[src/rtl/cva6_decerr_slave_pkg.sv]
// ============================================================================
// Module      : cva6_decerr_slave_pkg
// Description : Shared widths, response codes, error pattern and FSM state
//               types for the CVA6 default-port DECERR slave.
// Revision    : 1.0 - initial release
// ============================================================================
`default_nettype none

package cva6_decerr_slave_pkg;

    localparam int unsigned c_ID_WIDTH   = 3;
    localparam int unsigned c_ADDR_WIDTH = 64;
    localparam int unsigned c_DATA_WIDTH = 64;

    // AXI response code for "no slave at this address"
    localparam logic [1:0]  c_RESP_DECERR      = 2'b11;
    // Recognisable filler returned on every read beat
    localparam logic [63:0] c_ERR_DATA_PATTERN = 64'hBADC_AB1E_BADC_AB1E;

    typedef enum logic [1:0] {
        W_IDLE = 2'd0,
        W_DATA = 2'd1,
        W_RESP = 2'd2
    } wr_state_e;

    typedef enum logic [0:0] {
        R_IDLE = 1'b0,
        R_DATA = 1'b1
    } rd_state_e;

endpackage

`default_nettype wire

[src/rtl/cva6_decerr_slave_if.sv]
// ============================================================================
// Module      : cva6_decerr_slave_if
// Description : AXI4 subset seen by the DECERR slave (AW, W, B, AR, R).
//               Signal suffixes are written from the slave's point of view.
// Revision    : 1.0 - initial release
// ============================================================================
`default_nettype none

interface cva6_decerr_slave_if
    import cva6_decerr_slave_pkg::*;
#(
    parameter int unsigned ID_WIDTH   = c_ID_WIDTH,
    parameter int unsigned ADDR_WIDTH = c_ADDR_WIDTH,
    parameter int unsigned DATA_WIDTH = c_DATA_WIDTH
);
    logic                  aw_valid_i;
    logic                  aw_ready_o;
    logic [ID_WIDTH-1:0]   aw_id_i;
    logic [ADDR_WIDTH-1:0] aw_addr_i;
    logic                  w_valid_i;
    logic                  w_ready_o;
    logic                  w_last_i;
    logic                  b_valid_o;
    logic                  b_ready_i;
    logic [ID_WIDTH-1:0]   b_id_o;
    logic [1:0]            b_resp_o;
    logic                  ar_valid_i;
    logic                  ar_ready_o;
    logic [ID_WIDTH-1:0]   ar_id_i;
    logic [ADDR_WIDTH-1:0] ar_addr_i;
    logic [7:0]            ar_len_i;
    logic                  r_valid_o;
    logic                  r_ready_i;
    logic [ID_WIDTH-1:0]   r_id_o;
    logic [DATA_WIDTH-1:0] r_data_o;
    logic [1:0]            r_resp_o;
    logic                  r_last_o;

    modport slave (
        input  aw_valid_i, aw_id_i, aw_addr_i, w_valid_i, w_last_i, b_ready_i,
               ar_valid_i, ar_id_i, ar_addr_i, ar_len_i, r_ready_i,
        output aw_ready_o, w_ready_o, b_valid_o, b_id_o, b_resp_o,
               ar_ready_o, r_valid_o, r_id_o, r_data_o, r_resp_o, r_last_o
    );

    modport master (
        output aw_valid_i, aw_id_i, aw_addr_i, w_valid_i, w_last_i, b_ready_i,
               ar_valid_i, ar_id_i, ar_addr_i, ar_len_i, r_ready_i,
        input  aw_ready_o, w_ready_o, b_valid_o, b_id_o, b_resp_o,
               ar_ready_o, r_valid_o, r_id_o, r_data_o, r_resp_o, r_last_o
    );

endinterface

`default_nettype wire

[src/rtl/cva6_decerr_slave_rd_gen.sv]
// ============================================================================
// Module      : cva6_decerr_rd_gen
// Description : Read side of the DECERR slave. Accepts one AR at a time and
//               returns len+1 beats, flagging the final one with r_last.
// Revision    : 1.0 - initial release
// ============================================================================
`default_nettype none

module cva6_decerr_rd_gen
    import cva6_decerr_slave_pkg::*;
#(
    parameter int unsigned ID_WIDTH = c_ID_WIDTH
) (
    input  wire logic                clk_i,
    input  wire logic                rst_i,
    input  wire logic                ar_valid_i,
    output logic                     ar_ready_o,
    input  wire logic [ID_WIDTH-1:0] ar_id_i,
    input  wire logic [7:0]          ar_len_i,
    output logic                     r_valid_o,
    input  wire logic                r_ready_i,
    output logic [ID_WIDTH-1:0]      r_id_o,
    output logic                     r_last_o,
    output logic                     ar_hs_o
);

    rd_state_e           state_q;
    logic                ar_ready_q;
    logic                r_valid_q;
    logic                r_last_q;
    logic [ID_WIDTH-1:0] id_q;
    logic [7:0]          len_q;
    logic [7:0]          cnt_q;
    logic [7:0]          cnt_d;
    logic                ar_hs;
    logic                r_hs;

    assign ar_hs = ar_valid_i && ar_ready_q;
    assign r_hs  = r_valid_q && r_ready_i;
    // Counter only advances on non-final beats, so len=255 tops out at 255
    assign cnt_d = cnt_q + 8'd1;

    // Read FSM: registered handshake outputs, beat counter and last flag
    always_ff @(posedge clk_i or posedge rst_i) begin
        if (rst_i) begin
            state_q    <= R_IDLE;
            ar_ready_q <= 1'b1;
            r_valid_q  <= 1'b0;
            r_last_q   <= 1'b0;
            id_q       <= '0;
            len_q      <= 8'd0;
            cnt_q      <= 8'd0;
        end else begin
            case (state_q)
                R_IDLE: begin
                    if (ar_hs) begin
                        state_q    <= R_DATA;
                        ar_ready_q <= 1'b0;
                        r_valid_q  <= 1'b1;
                        id_q       <= ar_id_i;
                        len_q      <= ar_len_i;
                        cnt_q      <= 8'd0;
                        r_last_q   <= (ar_len_i == 8'd0);
                    end
                end
                R_DATA: begin
                    if (r_hs) begin
                        if (r_last_q) begin
                            state_q    <= R_IDLE;
                            r_valid_q  <= 1'b0;
                            r_last_q   <= 1'b0;
                            ar_ready_q <= 1'b1;
                        end else begin
                            cnt_q    <= cnt_d;
                            r_last_q <= (cnt_d == len_q);
                        end
                    end
                end
                default: begin
                    state_q    <= R_IDLE;
                    ar_ready_q <= 1'b1;
                    r_valid_q  <= 1'b0;
                    r_last_q   <= 1'b0;
                end
            endcase
        end
    end

    assign ar_ready_o = ar_ready_q;
    assign r_valid_o  = r_valid_q;
    assign r_id_o     = id_q;
    assign r_last_o   = r_last_q;
    assign ar_hs_o    = ar_hs;

endmodule

`default_nettype wire

[src/rtl/cva6_decerr_slave.sv]
// ============================================================================
// Module      : cva6_decerr_slave
// Description : AXI4 default-port slave. Drains writes and answers DECERR,
//               returns DECERR read beats, and logs the first offending
//               address. Optional macro CVA6_DECERR_COUNTER_EN adds a
//               saturating err_cnt_o of accepted AW+AR handshakes.
// Revision    : 1.0 - initial release
// ============================================================================
`default_nettype none

module cva6_decerr_slave
    import cva6_decerr_slave_pkg::*;
#(
    parameter int unsigned          ID_WIDTH   = c_ID_WIDTH,
    parameter int unsigned          ADDR_WIDTH = c_ADDR_WIDTH,
    parameter int unsigned          DATA_WIDTH = c_DATA_WIDTH,
    parameter logic [DATA_WIDTH-1:0] ERR_DATA  = DATA_WIDTH'(c_ERR_DATA_PATTERN)
) (
    input  wire logic               clk_i,
    input  wire logic               rst_i,
    cva6_decerr_slave_if.slave      bus,
    output logic                    err_valid_o,
    output logic [ADDR_WIDTH-1:0]   err_addr_o,
    output logic                    err_is_wr_o,
`ifdef CVA6_DECERR_COUNTER_EN
    output logic [15:0]             err_cnt_o,
`endif
    input  wire logic               err_clr_i
);

    wr_state_e             wstate_q;
    logic                  aw_ready_q;
    logic                  w_ready_q;
    logic                  b_valid_q;
    logic [ID_WIDTH-1:0]   b_id_q;
    logic                  aw_hs;
    logic                  ar_hs;
    logic                  log_en;
    logic                  err_valid_q;
    logic [ADDR_WIDTH-1:0] err_addr_q;
    logic                  err_is_wr_q;

    assign aw_hs = bus.aw_valid_i && aw_ready_q;

    // Write FSM: accept AW, swallow W beats up to w_last, then hold B
    always_ff @(posedge clk_i or posedge rst_i) begin
        if (rst_i) begin
            wstate_q   <= W_IDLE;
            aw_ready_q <= 1'b1;
            w_ready_q  <= 1'b0;
            b_valid_q  <= 1'b0;
            b_id_q     <= '0;
        end else begin
            case (wstate_q)
                W_IDLE: begin
                    if (aw_hs) begin
                        wstate_q   <= W_DATA;
                        aw_ready_q <= 1'b0;
                        w_ready_q  <= 1'b1;
                        b_id_q     <= bus.aw_id_i;
                    end
                end
                W_DATA: begin
                    if (bus.w_valid_i && w_ready_q && bus.w_last_i) begin
                        wstate_q  <= W_RESP;
                        w_ready_q <= 1'b0;
                        b_valid_q <= 1'b1;
                    end
                end
                W_RESP: begin
                    if (bus.b_ready_i) begin
                        wstate_q   <= W_IDLE;
                        b_valid_q  <= 1'b0;
                        aw_ready_q <= 1'b1;
                    end
                end
                default: begin
                    wstate_q   <= W_IDLE;
                    aw_ready_q <= 1'b1;
                    w_ready_q  <= 1'b0;
                    b_valid_q  <= 1'b0;
                end
            endcase
        end
    end

    cva6_decerr_rd_gen #(
        .ID_WIDTH (ID_WIDTH)
    ) u_rd_gen (
        .clk_i      (clk_i),
        .rst_i      (rst_i),
        .ar_valid_i (bus.ar_valid_i),
        .ar_ready_o (bus.ar_ready_o),
        .ar_id_i    (bus.ar_id_i),
        .ar_len_i   (bus.ar_len_i),
        .r_valid_o  (bus.r_valid_o),
        .r_ready_i  (bus.r_ready_i),
        .r_id_o     (bus.r_id_o),
        .r_last_o   (bus.r_last_o),
        .ar_hs_o    (ar_hs)
    );

    // A clear in the same cycle frees the log slot, so the new capture wins
    assign log_en = (aw_hs || ar_hs) && (!err_valid_q || err_clr_i);

    // Error log: first offending address and direction, AW preferred over AR
    always_ff @(posedge clk_i or posedge rst_i) begin
        if (rst_i) begin
            err_valid_q <= 1'b0;
            err_addr_q  <= '0;
            err_is_wr_q <= 1'b0;
        end else if (log_en) begin
            err_valid_q <= 1'b1;
            err_addr_q  <= aw_hs ? bus.aw_addr_i : bus.ar_addr_i;
            err_is_wr_q <= aw_hs;
        end else if (err_clr_i) begin
            err_valid_q <= 1'b0;
        end
    end

`ifdef CVA6_DECERR_COUNTER_EN
    logic [15:0] cnt_q;
    logic [1:0]  inc_d;
    logic [16:0] sum_d;

    assign inc_d = {1'b0, aw_hs} + {1'b0, ar_hs};
    assign sum_d = {1'b0, cnt_q} + {15'd0, inc_d};

    // Saturating handshake counter; clear restarts from this cycle's increment
    always_ff @(posedge clk_i or posedge rst_i) begin
        if (rst_i) begin
            cnt_q <= 16'd0;
        end else if (err_clr_i) begin
            cnt_q <= {14'd0, inc_d};
        end else begin
            cnt_q <= sum_d[16] ? 16'hFFFF : sum_d[15:0];
        end
    end

    assign err_cnt_o = cnt_q;
`endif

    assign bus.aw_ready_o = aw_ready_q;
    assign bus.w_ready_o  = w_ready_q;
    assign bus.b_valid_o  = b_valid_q;
    assign bus.b_id_o     = b_id_q;
    assign bus.b_resp_o   = c_RESP_DECERR;
    assign bus.r_data_o   = ERR_DATA;
    assign bus.r_resp_o   = c_RESP_DECERR;

    assign err_valid_o = err_valid_q;
    assign err_addr_o  = err_addr_q;
    assign err_is_wr_o = err_is_wr_q;

endmodule

`default_nettype wire

[src/flat_wrapper.sv]
// flat-port wrapper written by rule: the top's interface ports become plain ports
module cva6_decerr_slave_flat import cva6_decerr_slave_pkg::*;
#(
    parameter int unsigned          ID_WIDTH   = c_ID_WIDTH,
    parameter int unsigned          ADDR_WIDTH = c_ADDR_WIDTH,
    parameter int unsigned          DATA_WIDTH = c_DATA_WIDTH,
    parameter logic [DATA_WIDTH-1:0] ERR_DATA  = DATA_WIDTH'(c_ERR_DATA_PATTERN)
)
  (clk_i, rst_i, err_valid_o, err_addr_o, err_is_wr_o, err_clr_i, bus_aw_valid_i, bus_aw_id_i, bus_aw_addr_i, bus_w_valid_i, bus_w_last_i, bus_b_ready_i, bus_ar_valid_i, bus_ar_id_i, bus_ar_addr_i, bus_ar_len_i, bus_r_ready_i, bus_aw_ready_o, bus_w_ready_o, bus_b_valid_o, bus_b_id_o, bus_b_resp_o, bus_ar_ready_o, bus_r_valid_o, bus_r_id_o, bus_r_data_o, bus_r_resp_o, bus_r_last_o);
  cva6_decerr_slave_if #(.ID_WIDTH(ID_WIDTH), .ADDR_WIDTH(ADDR_WIDTH), .DATA_WIDTH(DATA_WIDTH)) bus_i ();
  input  wire logic clk_i;
  input  wire logic rst_i;
  output logic err_valid_o;
  output logic [ADDR_WIDTH-1:0] err_addr_o;
  output logic err_is_wr_o;
  input  wire logic err_clr_i;
  input wire logic [$bits(bus_i.aw_valid_i)-1:0] bus_aw_valid_i;
  input wire logic [$bits(bus_i.aw_id_i)-1:0] bus_aw_id_i;
  input wire logic [$bits(bus_i.aw_addr_i)-1:0] bus_aw_addr_i;
  input wire logic [$bits(bus_i.w_valid_i)-1:0] bus_w_valid_i;
  input wire logic [$bits(bus_i.w_last_i)-1:0] bus_w_last_i;
  input wire logic [$bits(bus_i.b_ready_i)-1:0] bus_b_ready_i;
  input wire logic [$bits(bus_i.ar_valid_i)-1:0] bus_ar_valid_i;
  input wire logic [$bits(bus_i.ar_id_i)-1:0] bus_ar_id_i;
  input wire logic [$bits(bus_i.ar_addr_i)-1:0] bus_ar_addr_i;
  input wire logic [$bits(bus_i.ar_len_i)-1:0] bus_ar_len_i;
  input wire logic [$bits(bus_i.r_ready_i)-1:0] bus_r_ready_i;
  output wire logic [$bits(bus_i.aw_ready_o)-1:0] bus_aw_ready_o;
  output wire logic [$bits(bus_i.w_ready_o)-1:0] bus_w_ready_o;
  output wire logic [$bits(bus_i.b_valid_o)-1:0] bus_b_valid_o;
  output wire logic [$bits(bus_i.b_id_o)-1:0] bus_b_id_o;
  output wire logic [$bits(bus_i.b_resp_o)-1:0] bus_b_resp_o;
  output wire logic [$bits(bus_i.ar_ready_o)-1:0] bus_ar_ready_o;
  output wire logic [$bits(bus_i.r_valid_o)-1:0] bus_r_valid_o;
  output wire logic [$bits(bus_i.r_id_o)-1:0] bus_r_id_o;
  output wire logic [$bits(bus_i.r_data_o)-1:0] bus_r_data_o;
  output wire logic [$bits(bus_i.r_resp_o)-1:0] bus_r_resp_o;
  output wire logic [$bits(bus_i.r_last_o)-1:0] bus_r_last_o;
  assign bus_i.aw_valid_i = bus_aw_valid_i;
  assign bus_i.aw_id_i = bus_aw_id_i;
  assign bus_i.aw_addr_i = bus_aw_addr_i;
  assign bus_i.w_valid_i = bus_w_valid_i;
  assign bus_i.w_last_i = bus_w_last_i;
  assign bus_i.b_ready_i = bus_b_ready_i;
  assign bus_i.ar_valid_i = bus_ar_valid_i;
  assign bus_i.ar_id_i = bus_ar_id_i;
  assign bus_i.ar_addr_i = bus_ar_addr_i;
  assign bus_i.ar_len_i = bus_ar_len_i;
  assign bus_i.r_ready_i = bus_r_ready_i;
  assign bus_aw_ready_o = bus_i.aw_ready_o;
  assign bus_w_ready_o = bus_i.w_ready_o;
  assign bus_b_valid_o = bus_i.b_valid_o;
  assign bus_b_id_o = bus_i.b_id_o;
  assign bus_b_resp_o = bus_i.b_resp_o;
  assign bus_ar_ready_o = bus_i.ar_ready_o;
  assign bus_r_valid_o = bus_i.r_valid_o;
  assign bus_r_id_o = bus_i.r_id_o;
  assign bus_r_data_o = bus_i.r_data_o;
  assign bus_r_resp_o = bus_i.r_resp_o;
  assign bus_r_last_o = bus_i.r_last_o;
  cva6_decerr_slave #(.ID_WIDTH(ID_WIDTH), .ADDR_WIDTH(ADDR_WIDTH), .DATA_WIDTH(DATA_WIDTH), .ERR_DATA(ERR_DATA)) u_core (.clk_i(clk_i), .rst_i(rst_i), .bus(bus_i), .err_valid_o(err_valid_o), .err_addr_o(err_addr_o), .err_is_wr_o(err_is_wr_o), .err_clr_i(err_clr_i));
endmodule
[config.mk]
export PLATFORM = sky130hd
export DESIGN_NAME = cva6_decerr_slave_flat
export DESIGN_NICKNAME = d
export VERILOG_FILES = /design/src/rtl/cva6_decerr_slave_pkg.sv /design/src/rtl/cva6_decerr_slave_if.sv /design/src/rtl/cva6_decerr_slave_rd_gen.sv /design/src/rtl/cva6_decerr_slave.sv /design/src/flat_wrapper.sv
export SDC_FILE = /design/constraint.sdc
export NUM_CORES = 1
export LEC_CHECK = 0
export BUFFER_PORTS_ARGS = -buffer_cell sky130_fd_sc_hd__buf_2
export CAP_MARGIN = 5
export CORE_ASPECT_RATIO = 2
export CORE_UTILIZATION = 33
export CTS_CLUSTER_SIZE = 24
export DETAILED_ROUTE_END_ITERATION = 12
export SYNTH_ARGS = -nofsm -noshare
export SYNTH_HDL_FRONTEND = slang
export SYNTH_HIERARCHICAL = 1
export SYNTH_SLANG_ARGS = --single-unit
[constraint.sdc]
create_clock -name clk_i -period 1.8 [get_ports clk_i]
set_input_delay 0.09 -clock clk_i [delete_from_list [all_inputs] [get_ports clk_i]]
set_output_delay 0.09 -clock clk_i [all_outputs]
set_load 0.01 [all_outputs]
==> results.json, run 1 <==
{
  "outcome": "finished clean",
  "critical_path.cell_chain": "ha_1, nand2_1, or3_1, and3_1, mux2i_1, o31ai_2",
  "peakVddDrop_uv": 544,
  "synth_compound_area_frac": 0.0439,
  "initialDrtViolationCount": 65,
  "synth.top_cells.by_count": "mux2_2, dfrtp_1, buf_4",
  "worst_path_largest_cell_delay_ns": 0.36,
  "cp.arrival_ns": 1.90,
  "top_level_ports": 297,
  "global_route.overflow_total": 0,
  "power.clock.fraction": 0.220,
  "ys_seq_area_frac": 0.448,
  "cts.reportedPaths.clkPinSlew_ns": 0.07,
  "htree_num_levels": 3,
  "netSwitchingPower_mw": 2.77,
  "worstMarginPinSlew_ns": 0.622,
  "synth_top_area_frac": 0.439,
  "ant_nets": 0,
  "synth_xor_area_frac": 0.0129,
  "cts_max_path_buffers": 2,
  "layout-area-overhead-vs-synth_pct": 29.5,
  "place_hpwl_um": 10400,
  "setup_bufs_post_cts": 0,
  "insertedDiodeCount": 0,
  "ctsRootBufferMaster": "clkbuf_16",
  "layout-drive-gt1-share": 0.605,
  "slew_headroom": 0.585,
  "tritoncts": "built",
  "pin_count_of_the_biggest_net_entering_global_routing": 43,
  "worstReg2RegStart": "u_core/u_rd_gen/cnt_q[0]",
  "crit_family": "simple AND/OR/NAND/NOR gates",
  "portBuffers": 228,
  "grt_pass1_vias": 3978,
  "synthArstFlopShare": 1.00,
  "worst_r2r_path_depth": 6,
  "fmax_ghz": 0.593,
  "fin_ws_ns": 0.113,
  "crit_buf_inv": 0,
  "skew_ns": 0.00654,
  "layout_min_cycle_time_ns": 1.69,
  "drt_wl_total_um": 13000,
  "antenna_found_initial": 0,
  "worst_setup_startpoint": "u_core/u_rd_gen/cnt_q[0]",
  "die_y_um": 183,
  "powerDensity_nw_per_um2": 1240,
  "crit_slowest_cell": "dfrtp_1",
  "worst_ep_required_time_ns": 2.01,
  "synth_most_common_cell": "mux2_2",
  "detailroute.via_count": 3951,
  "power_frac_seq": 0.398,
  "ys_warn_count": 6,
  "tns_ns": 0,
  "drv_slew": 0,
  "synthMuxAreaShare": 0.316,
  "synth_flop_cell": "dfrtp_1",
  "internal-power_mw": 5.91,
  "layout.nets": 831,
  "timing.critical_path.to_type": "flop",
  "number_of_sinks_on_the_clock_net": 97,
  "initial_utilization": 0.340,
  "timing.setup.critical_path_class": "reg -> reg",
  "synth-edff-count": 0,
  "die_width_um": 92.6,
  "leakage_nw": 3.63,
  "preCtsSetupSlack_ns": 0.0897,
  "largest_area_contributor_in_the_synthesized_netlist": "dfrtp_1",
  "dieArea_sq_um": 17000,
  "num_rows": 65,
  "grt_usage": 0.152,
  "gpl.final_weighted_congestion": 0.744,
  "synth_cells": 433,
  "route.detailed.drc": 0,
  "fin_crit_sh": 0.937,
  "fp.coreArea_sq_um": 15900,
  "adder_and_majority_gate_portion_of_the_synthesized_area": 0.00231,
  "rsz0062_at_grt": "false",
  "synth_top_family_by_area": "multiplexers",
  "cp-start-kind": "flop",
  "fraction_of_power_spent_switching_nets": 0.319,
  "min_delay_path_depth": 2,
  "finalHoldWorstSlack_ns": 0.0170,
  "setup_viol": 0,
  "syn_area_per_cell_sq_um": 12.5,
  "combinationalPowerShare": 0.382,
  "insertion_delay_ns": 0.33,
  "synth_simple_gate_area_frac": 0.0556,
  "max_cap_viol_count": 0,
  "worstSetupPathDepth": 6,
  "post_synth_num_cell_types": 49,
  "synth.top_cells.by_area": "dfrtp_1, mux2_2, buf_4",
  "avgRoutedWirePerCell_um": 14.7,
  "firstDrtPassIters": 5,
  "hold_class": "in -> reg",
  "hold_viol": 0,
  "global_route_wire_length_before_repair_um": 19700,
  "hold_start": "bus_ar_len_i[3]",
  "cts_inserted_buffers": 9,
  "post_synth_instance_area_sq_um": 5420,
  "ys_ff_latch": 97,
  "dr_vias_cell": 4.46,
  "timing.critical_path.fanout_max": 4
}
[layer usage]
| layer | global-route usage | vias up | routed length [um] |
|---|---|---|---|
| met1 | 0.148 | 1881 | 4340 |
| met3 | 0.0381 | 12 | 899 |
| met4 | 0.0486 | 0 | 204 |
| met5 | 0 | - | 0 |
| li1 | - | 1872 | - |
| met2 | 0.302 | 186 | 7580 |
[layout by cell type, fill, tap and decap left out, types with 3 or more instances in the layout]
cell and n:
conb_1 68, nand3_1 5, nand2_1 11, nor2_1 15, xnor2_1 4, dfrtp_1 95, clkbuf_16 9, buf_4 9
xor2_1 4, mux2_2 115, mux2_4 27, a21oi_1 8, o21ai_0 16, dlygate4sd3_1 12, buf_2 228, buf_12 5
inv_1 3
[cells by family after synthesis]
group | after synthesis
buffers and inverters | 89
AOI/OAI and AO/OA | 37
adders and majority gates | 1
other | 2
DFF | 97
muxes | 143
and+or+nand+nor | 56
xor gates and xnor gates | 8
[area by class of cell]
class	instances	area (sq um)
Multi-Input combinational cell	313	2590
Tap cell	201	251
Fill cell	1535	8920
Sequential cell	97	2430
Timing Repair Buffer	254	1430
Clock buffer	10	229
Inverter	4	18.8
Clock inverter	6	66.3
[worst register-to-register path: stages (launching register included)]
cell and delay (ns):
dfrtp_1 0.36, ha_1 0.24, nand2_1 0.13, or3_1 0.33, and3_1 0.19, mux2i_1 0.21
o31ai_2 0.10
[sequential cells by signal, indices dropped and copies added (netlist names), 2 cells and up]
register	cells
u_core/wstate_q	2
u_core/u_rd_gen/cnt_q	8
u_core/u_rd_gen/r_id_o	3
u_core/u_rd_gen/len_q	8
u_core/bus.b_id_o	3
u_core/err_addr_o	64
[final timing paths]
path	endpoint	slack, ns
max	u_core/u_rd_gen/r_last_o	0.11
min	u_core/u_rd_gen/len_q[3]	0.02
max reg2reg	u_core/u_rd_gen/r_last_o	0.11
min reg2reg	u_core/err_addr_o[4]	0.50
max in group asynchronous	u_core/bus.aw_ready_o	0.82
min in group asynchronous	u_core/u_rd_gen/r_id_o[2]	0.17
[through the flow]
stage / util / area, sq um / power, mW / std cells
2_1_floorplan: - / 5670 / 5.58 / 499
3_3_place_gp: 0.414 / 6600 / 6.77 / 857
3_5_place_dp: 0.414 / 6600 / 6.87 / 857
4_1_cts: 0.440 / 7020 / 8.84 / 885
5_1_grt: 0.440 / 7020 / 9.24 / 885
6_report: 0.440 / 7020 / 8.68 / 885
[power groups by stage]
| stage | logic, mW | registers (mW) | clock network [mW] |
|---|---|---|---|
| 6_report | 3.32 | 3.45 | 1.91 |
| 5_1_grt | 3.58 | 3.58 | 2.08 |
| 4_1_cts | 3.38 | 3.47 | 1.99 |
| 3_5_place_dp | 3.36 | 3.51 | 0 |
| 3_3_place_gp | 3.30 | 3.48 | 0 |
| 2_1_floorplan | 1.73 | 3.84 | 0 |
[what timing repair did]
item,CTS,global route
setup endpoints to repair,0,1
hold buffers,12,0
resized for setup,0,1
hold endpoints to repair,56,0
Note: power is estimated with default switching activity, not from simulation.
==> run 2: changes to the inputs <==
- ABC_AREA: not set -> 1
- CTS_CLUSTER_SIZE: 24 -> 25
==> run 2 against run 1 <==
Net effect: sequential power decreased by 37%; clock power about the same; power decreased by 48%; fmax increased by 4.4%.
==> results.json, run 2 <==
{
  "outcome": "finished clean",
  "synthMuxAreaShare": 0,
  "synth_cells": 767,
  "firstDrtPassIters": 4,
  "finish.cell_count_without_fillers": 1213,
  "timing.setup.critical_path_class": "reg -> reg",
  "fmax_ghz": 0.619,
  "synth_most_common_cell": "nand2_1",
  "cts_inserted_buffers": 9,
  "post_synth_instance_area_sq_um": 5400,
  "route.detailed.drc": 0,
  "dieArea_sq_um": 16900,
  "path_common_cell": "nand2_1",
  "cp.arrival_ns": 1.85,
  "synth_top_area_frac": 0.440,
  "synthArstFlopShare": 1.00,
  "global_route_wire_length_before_repair_um": 25400,
  "hold_viol": 0,
  "ant_nets": 0,
  "global_route.overflow_total": 0,
  "worst_r2r_path_depth": 7,
  "critical_path.cell_chain": "nand2_2, buf_4, inv_2, buf_12, nand2_1, nand2_1, nand2_1",
  "adder_and_majority_gate_portion_of_the_synthesized_area": 0.00232,
  "synth-edff-count": 0,
  "layout.nets": 1155,
  "dp_cells": 1179,
  "synth.top_cells.by_count": "nand2_1, dfrtp_1, buf_4",
  "antenna_found_initial": 5,
  "layout_min_cycle_time_ns": 1.62,
  "cts.reportedPaths.clkPinSlew_ns": 0.07,
  "initialDrtViolationCount": 175,
  "die_width_um": 92.4,
  "min_delay_path_depth": 3,
  "most_common_cell_after_layout_fill_and_taps_aside": "nand2_1",
  "synth_xor_area_frac": 0.00162,
  "ys_warn_count": 6,
  "leakage_nw": 4.48,
  "fin_crit_sh": 0.898,
  "pin_count_of_the_biggest_net_entering_global_routing": 61,
  "drt_wl_total_um": 16000,
  "largest_area_contributor_in_the_synthesized_netlist": "dfrtp_1",
  "synth_compound_area_frac": 0.0267,
  "layout-drive-gt1-share": 0.265,
  "die_y_um": 183,
  "tns_ns": 0,
  "synth_simple_gate_area_frac": 0.366,
  "worst_path_largest_cell_delay_ns": 0.55,
  "drv_slew": 0,
  "max_cap_viol_count": 0,
  "synth.top_cells.by_area": "dfrtp_1, nand2_1, buf_4",
  "dr_vias_cell": 4.35,
  "initial_utilization": 0.340,
  "num_rows": 65,
  "ys_ff_latch": 97,
  "final_cell_mix": "nand2_1, buf_2, dfrtp_1, conb_1, inv_1",
  "cts_max_path_buffers": 2,
  "setup_bufs_post_cts": 0,
  "crit_slowest_cell": "dfstp_2",
  "timing.critical_path.to_type": "flop",
  "htree_num_levels": 3,
  "grt_usage": 0.196,
  "detailroute.via_count": 5276,
  "ctsRootBufferMaster": "clkbuf_16",
  "fill_cells": 1720,
  "setup_viol": 0,
  "rsz0062_at_grt": "false",
  "hold_class": "in -> reg",
  "gpl.final_weighted_congestion": 0.909,
  "syn_area_per_cell_sq_um": 7.04,
  "worst_ep_required_time_ns": 2.03,
  "slew_headroom": 0.592,
  "avgRoutedWirePerCell_um": 13.2,
  "top_level_ports": 297,
  "skew_ns": 0.00839,
  "worstMarginPinSlew_ns": 0.610,
  "tritoncts": "built",
  "place_hpwl_um": 12200,
  "largest_register_ffs": 64,
  "insertion_delay_ns": 0.34,
  "post_synth_num_cell_types": 24,
  "powerDensity_nw_per_um2": 641,
  "peakVddDrop_uv": 405,
  "cp-start-kind": "flop",
  "timing.critical_path.fanout_max": 60,
  "grt_pass1_vias": 5123,
  "synth_top_family_by_area": "simple AND/OR/NAND/NOR gates",
  "ys_seq_area_frac": 0.450,
  "synth_flop_cell": "dfrtp_1",
  "portBuffers": 228,
  "fp.coreArea_sq_um": 15900,
  "number_of_sinks_on_the_clock_net": 97,
  "layout-area-overhead-vs-synth_pct": 29.3
}
[run 2: cell types whose count changed after synthesis, sizes merged, moves of 4 or more]
| cell | before | now |
|---|---|---|
| nand2 | 13 | 466 |
| nand3 | 6 | 27 |
| buf | 84 | 95 |
| o22ai | 0 | 6 |
| xor2 | 4 | 0 |
| mux2 | 142 | 0 |
| inv | 4 | 34 |
| a21oi | 8 | 4 |
[run 2: kinds of logic after synthesis]
group,Yosys count
DFF,97
xor gates and xnor gates,1
buffers and inverters,131
AOI/OAI and AO/OA,26
adders and majority gates,1
and+or+nand+nor,509
other,2
[run 2: what timing repair did]
action	4_1_cts	5_1_grt
gates resized for setup	0	0
hold buffers	14	0
hold endpoints to repair	54	0
[run 2: metal layers]
metal,up-vias,track usage,routed length [um]
met5,-,0,0
met4,0,0.103,656
met3,36,0.0328,793
met2,206,0.377,9000
met1,2374,0.196,5580
li1,2660,-,-
[run 2: worst max-delay path, delay by kind of cell (launching register included)]
| kind | cells | cell delay (ns) |
|---|---|---|
| buf+inv | 3 | 0.51 |
| simple gates | 4 | 0.40 |
| flops | 1 | 0.55 |
[run 2: path summary, 6_finish.rpt]
check,from,to,slack (ns)
min in group asynchronous,rst_i,u_core/u_rd_gen/len_q[1],0.38
max in group asynchronous,rst_i,u_core/bus.aw_ready_o,0.81
worst min-delay path,bus_ar_len_i[1],u_core/u_rd_gen/len_q[1],0.009
worst max-delay path,u_core/bus.aw_ready_o,u_core/bus.b_id_o[1],0.18
worst max register to register,u_core/bus.aw_ready_o,u_core/bus.b_id_o[1],0.18
worst min register to register,u_core/err_addr_o[48],u_core/err_addr_o[48],0.47
[run 2: per-stage QoR]
stage                     power, mW  cell area [sq um]  utilization  hold slack, ns  worst slack, ns
after floorplan                2.49               5650            -          0.0912            0.397
after CTS                      4.54               6970        0.440         0.00541            0.169
after detailed placement       2.59               6540        0.413           0.184            0.171
after global placement         2.59               6540        0.413           0.187            0.203
after global routing           4.69               6980        0.440          0.0328           0.0568
final                          4.47               6980        0.440         0.00872            0.184
[run 2: area by class of cell]
type / count / area [sq um] / area share
diodes: 4 / 10.0 / 0.00143
clock buffers: 11 / 233 / 0.0333
clock inverters: 5 / 56.3 / 0.00806
inverters: 34 / 131 / 0.0188
multi-input cells: 605 / 2400 / 0.343
flip-flops and latches: 97 / 2430 / 0.348
well taps: 201 / 251 / 0.0360
repair buffers: 256 / 1470 / 0.211
[run 2: power breakdown]
part           switching (mW)  internal (mW)
logic                   0.209          0.176
registers                   0           2.18
clock network           0.831           1.08
==> run 3: changes to the inputs <==
- CORE_MARGIN: not set -> 3
==> run 3 against run 2 <==
Net effect: via count is 1.2% lower; worst hold slack better by 0.0089 ns; design area hardly changed; critical path depth is 1 lower; clock skew is 0.0027 ns higher; register-to-register slack better by 0.07 ns; fmax is 4.4% higher; non-clock buffer count is 2 higher; largest power group unchanged; highest routed layer unchanged.
==> results.json, run 3 (synthesis results as in run 2) <==
{
  "worst_path_largest_cell_delay_ns": 0.55,
  "grt_pass1_vias": 4916,
  "peakVddDrop_uv": 502,
  "finalCoreUtilization": 0.438,
  "fin_crit_sh": 0.860,
  "layout-drive-gt1-share": 0.267,
  "initialDrtViolationCount": 189,
  "power.total_mw": 4.65,
  "fmax_ghz": 0.646,
  "dieArea_sq_um": 18000,
  "final_cell_mix": "nand2_1, buf_2, dfrtp_1, conb_1, inv_1",
  "ctsRootBufferMaster": "clkbuf_16",
  "crit_slowest_cell": "dfstp_2",
  "tritoncts": "built",
  "max_cap_viol_count": 0,
  "drv_slew": 0,
  "dpl_cell_area_sq_um": 6520,
  "rrSetupSlack_ns": 0.25,
  "layout_min_cycle_time_ns": 1.55,
  "worst_ep_required_time_ns": 2.03,
  "setup_viol": 0,
  "cts_max_path_buffers": 2,
  "number_of_cells_upsized_or_downsized_after_cts": 0,
  "powerDensity_nw_per_um2": 665,
  "cts.reportedPaths.clkPinSlew_ns": 0.07,
  "outcome": "finished clean",
  "timing.critical_path.to_type": "flop",
  "top_level_ports": 297,
  "pin_count_of_the_biggest_net_entering_global_routing": 75,
  "most_common_cell_after_layout_fill_and_taps_aside": "nand2_1",
  "dr_vias_cell": 4.30,
  "ant_nets": 0,
  "largest_register_ffs": 64,
  "ctsHoldBuffers": 14,
  "setup_bufs_post_cts": 0,
  "global_route.overflow_total": 0,
  "avgRoutedWirePerCell_um": 13.8,
  "rsz0062_at_grt": "false",
  "grt_usage": 0.183,
  "timing.critical_path.fanout_max": 46,
  "cts_inserted_buffers": 9,
  "route.detailed.drc": 0,
  "initial_utilization": 0.339,
  "gpl.final_weighted_congestion": 0.907,
  "antenna_found_initial": 1,
  "hold_viol": 0,
  "num_rows": 65,
  "insertion_delay_ns": 0.34,
  "path_common_cell": "nand2_1",
  "critical_path.cell_chain": "nand2_2, inv_2, buf_12, nand2_1, nand2_1, nand2_1",
  "leakage_nw": 4.50,
  "layout-area-overhead-vs-synth_pct": 29.3,
  "detailroute.via_count": 5215,
  "die_width_um": 96.4,
  "register_area_sq_um": 2430,
  "firstDrtPassIters": 4,
  "die_y_um": 187,
  "worst_setup_startpoint": "u_core/bus.aw_ready_o",
  "min_delay_path_depth": 3,
  "global_route_wire_length_before_repair_um": 25100,
  "cp.arrival_ns": 1.77,
  "worstSetupEndpoint": "u_core/bus.b_id_o[1]",
  "timing.setup.critical_path_class": "reg -> reg",
  "tns_ns": 0,
  "multi_input_comb_area_sq_um": 2400,
  "fill_cells": 1750,
  "fp.coreArea_sq_um": 15900,
  "drt_wl_total_um": 16700,
  "hold_class": "in -> reg",
  "cp-start-kind": "flop",
  "number_of_sinks_on_the_clock_net": 97,
  "design_area_sq_um": 6980,
  "skew_ns": 0.0111,
  "worstReg2RegStart": "u_core/bus.aw_ready_o",
  "worst_r2r_path_depth": 6,
  "layout.nets": 1157,
  "capture_point_of_the_worst_reg_to_reg_path": "u_core/bus.b_id_o[1]",
  "portBuffers": 228,
  "place_hpwl_um": 12800,
  "htree_num_levels": 3
}
==> run 3: worst min path at each step <==
stage,from,to,slack [ns]
after global routing,bus_ar_len_i[1],u_core/u_rd_gen/len_q[1],0.01
after floorplan,rst_i,u_core/u_rd_gen/cnt_q[0],0.09
after detailed placement,rst_i,u_core/u_rd_gen/r_id_o[0],0.18
after global placement,rst_i,u_core/u_rd_gen/r_id_o[0],0.18
after CTS,bus_ar_len_i[1],u_core/u_rd_gen/len_q[1],0.002
final,bus_ar_len_i[1],u_core/u_rd_gen/len_q[1],0.02
==> run 3: routing by layer <==
layer | GRT usage | up-vias | share of wire
met5 | 0 | - | 0
met4 | 0.0827 | 0 | 0.032
met3 | 0.0278 | 25 | 0.055
met2 | 0.349 | 198 | 0.56
met1 | 0.186 | 2330 | 0.35
li1 | - | 2662 | -
==> run 3: cell type report <==
cell class / count / share of cell area
clock buffers: 10 / 0.0328
inverters: 34 / 0.0188
clock inverters: 6 / 0.0131
diodes: 1 / 0.000358
repair buffers: 258 / 0.208
flip-flops and latches: 97 / 0.348
multi-input cells: 605 / 0.343
well taps: 201 / 0.0360
==> run 3: power by group <==
| part | switching (mW) | internal [mW] |
|---|---|---|
| registers | 0 | 2.18 |
| logic | 0.209 | 0.172 |
| clock network | 0.856 | 1.23 |
==> run 3: metrics by stage <==
stage | hold WS, ns | instances | worst slack [ns]
after floorplan | 0.0912 | 833 | 0.397
after global placement | 0.182 | 1181 | 0.252
after detailed placement | 0.184 | 1181 | 0.217
after CTS | 0.00229 | 1211 | 0.193
after global routing | 0.0106 | 1212 | 0.120
final | 0.0176 | 1212 | 0.253
==> run 3: worst max-delay path: cells and delay by family, from the launching register on <==
kind / cells / cell delay (ns)
buffers and inverters: 2 / 0.37
AND/OR/NAND/NOR: 4 / 0.51
flip-flops: 1 / 0.55
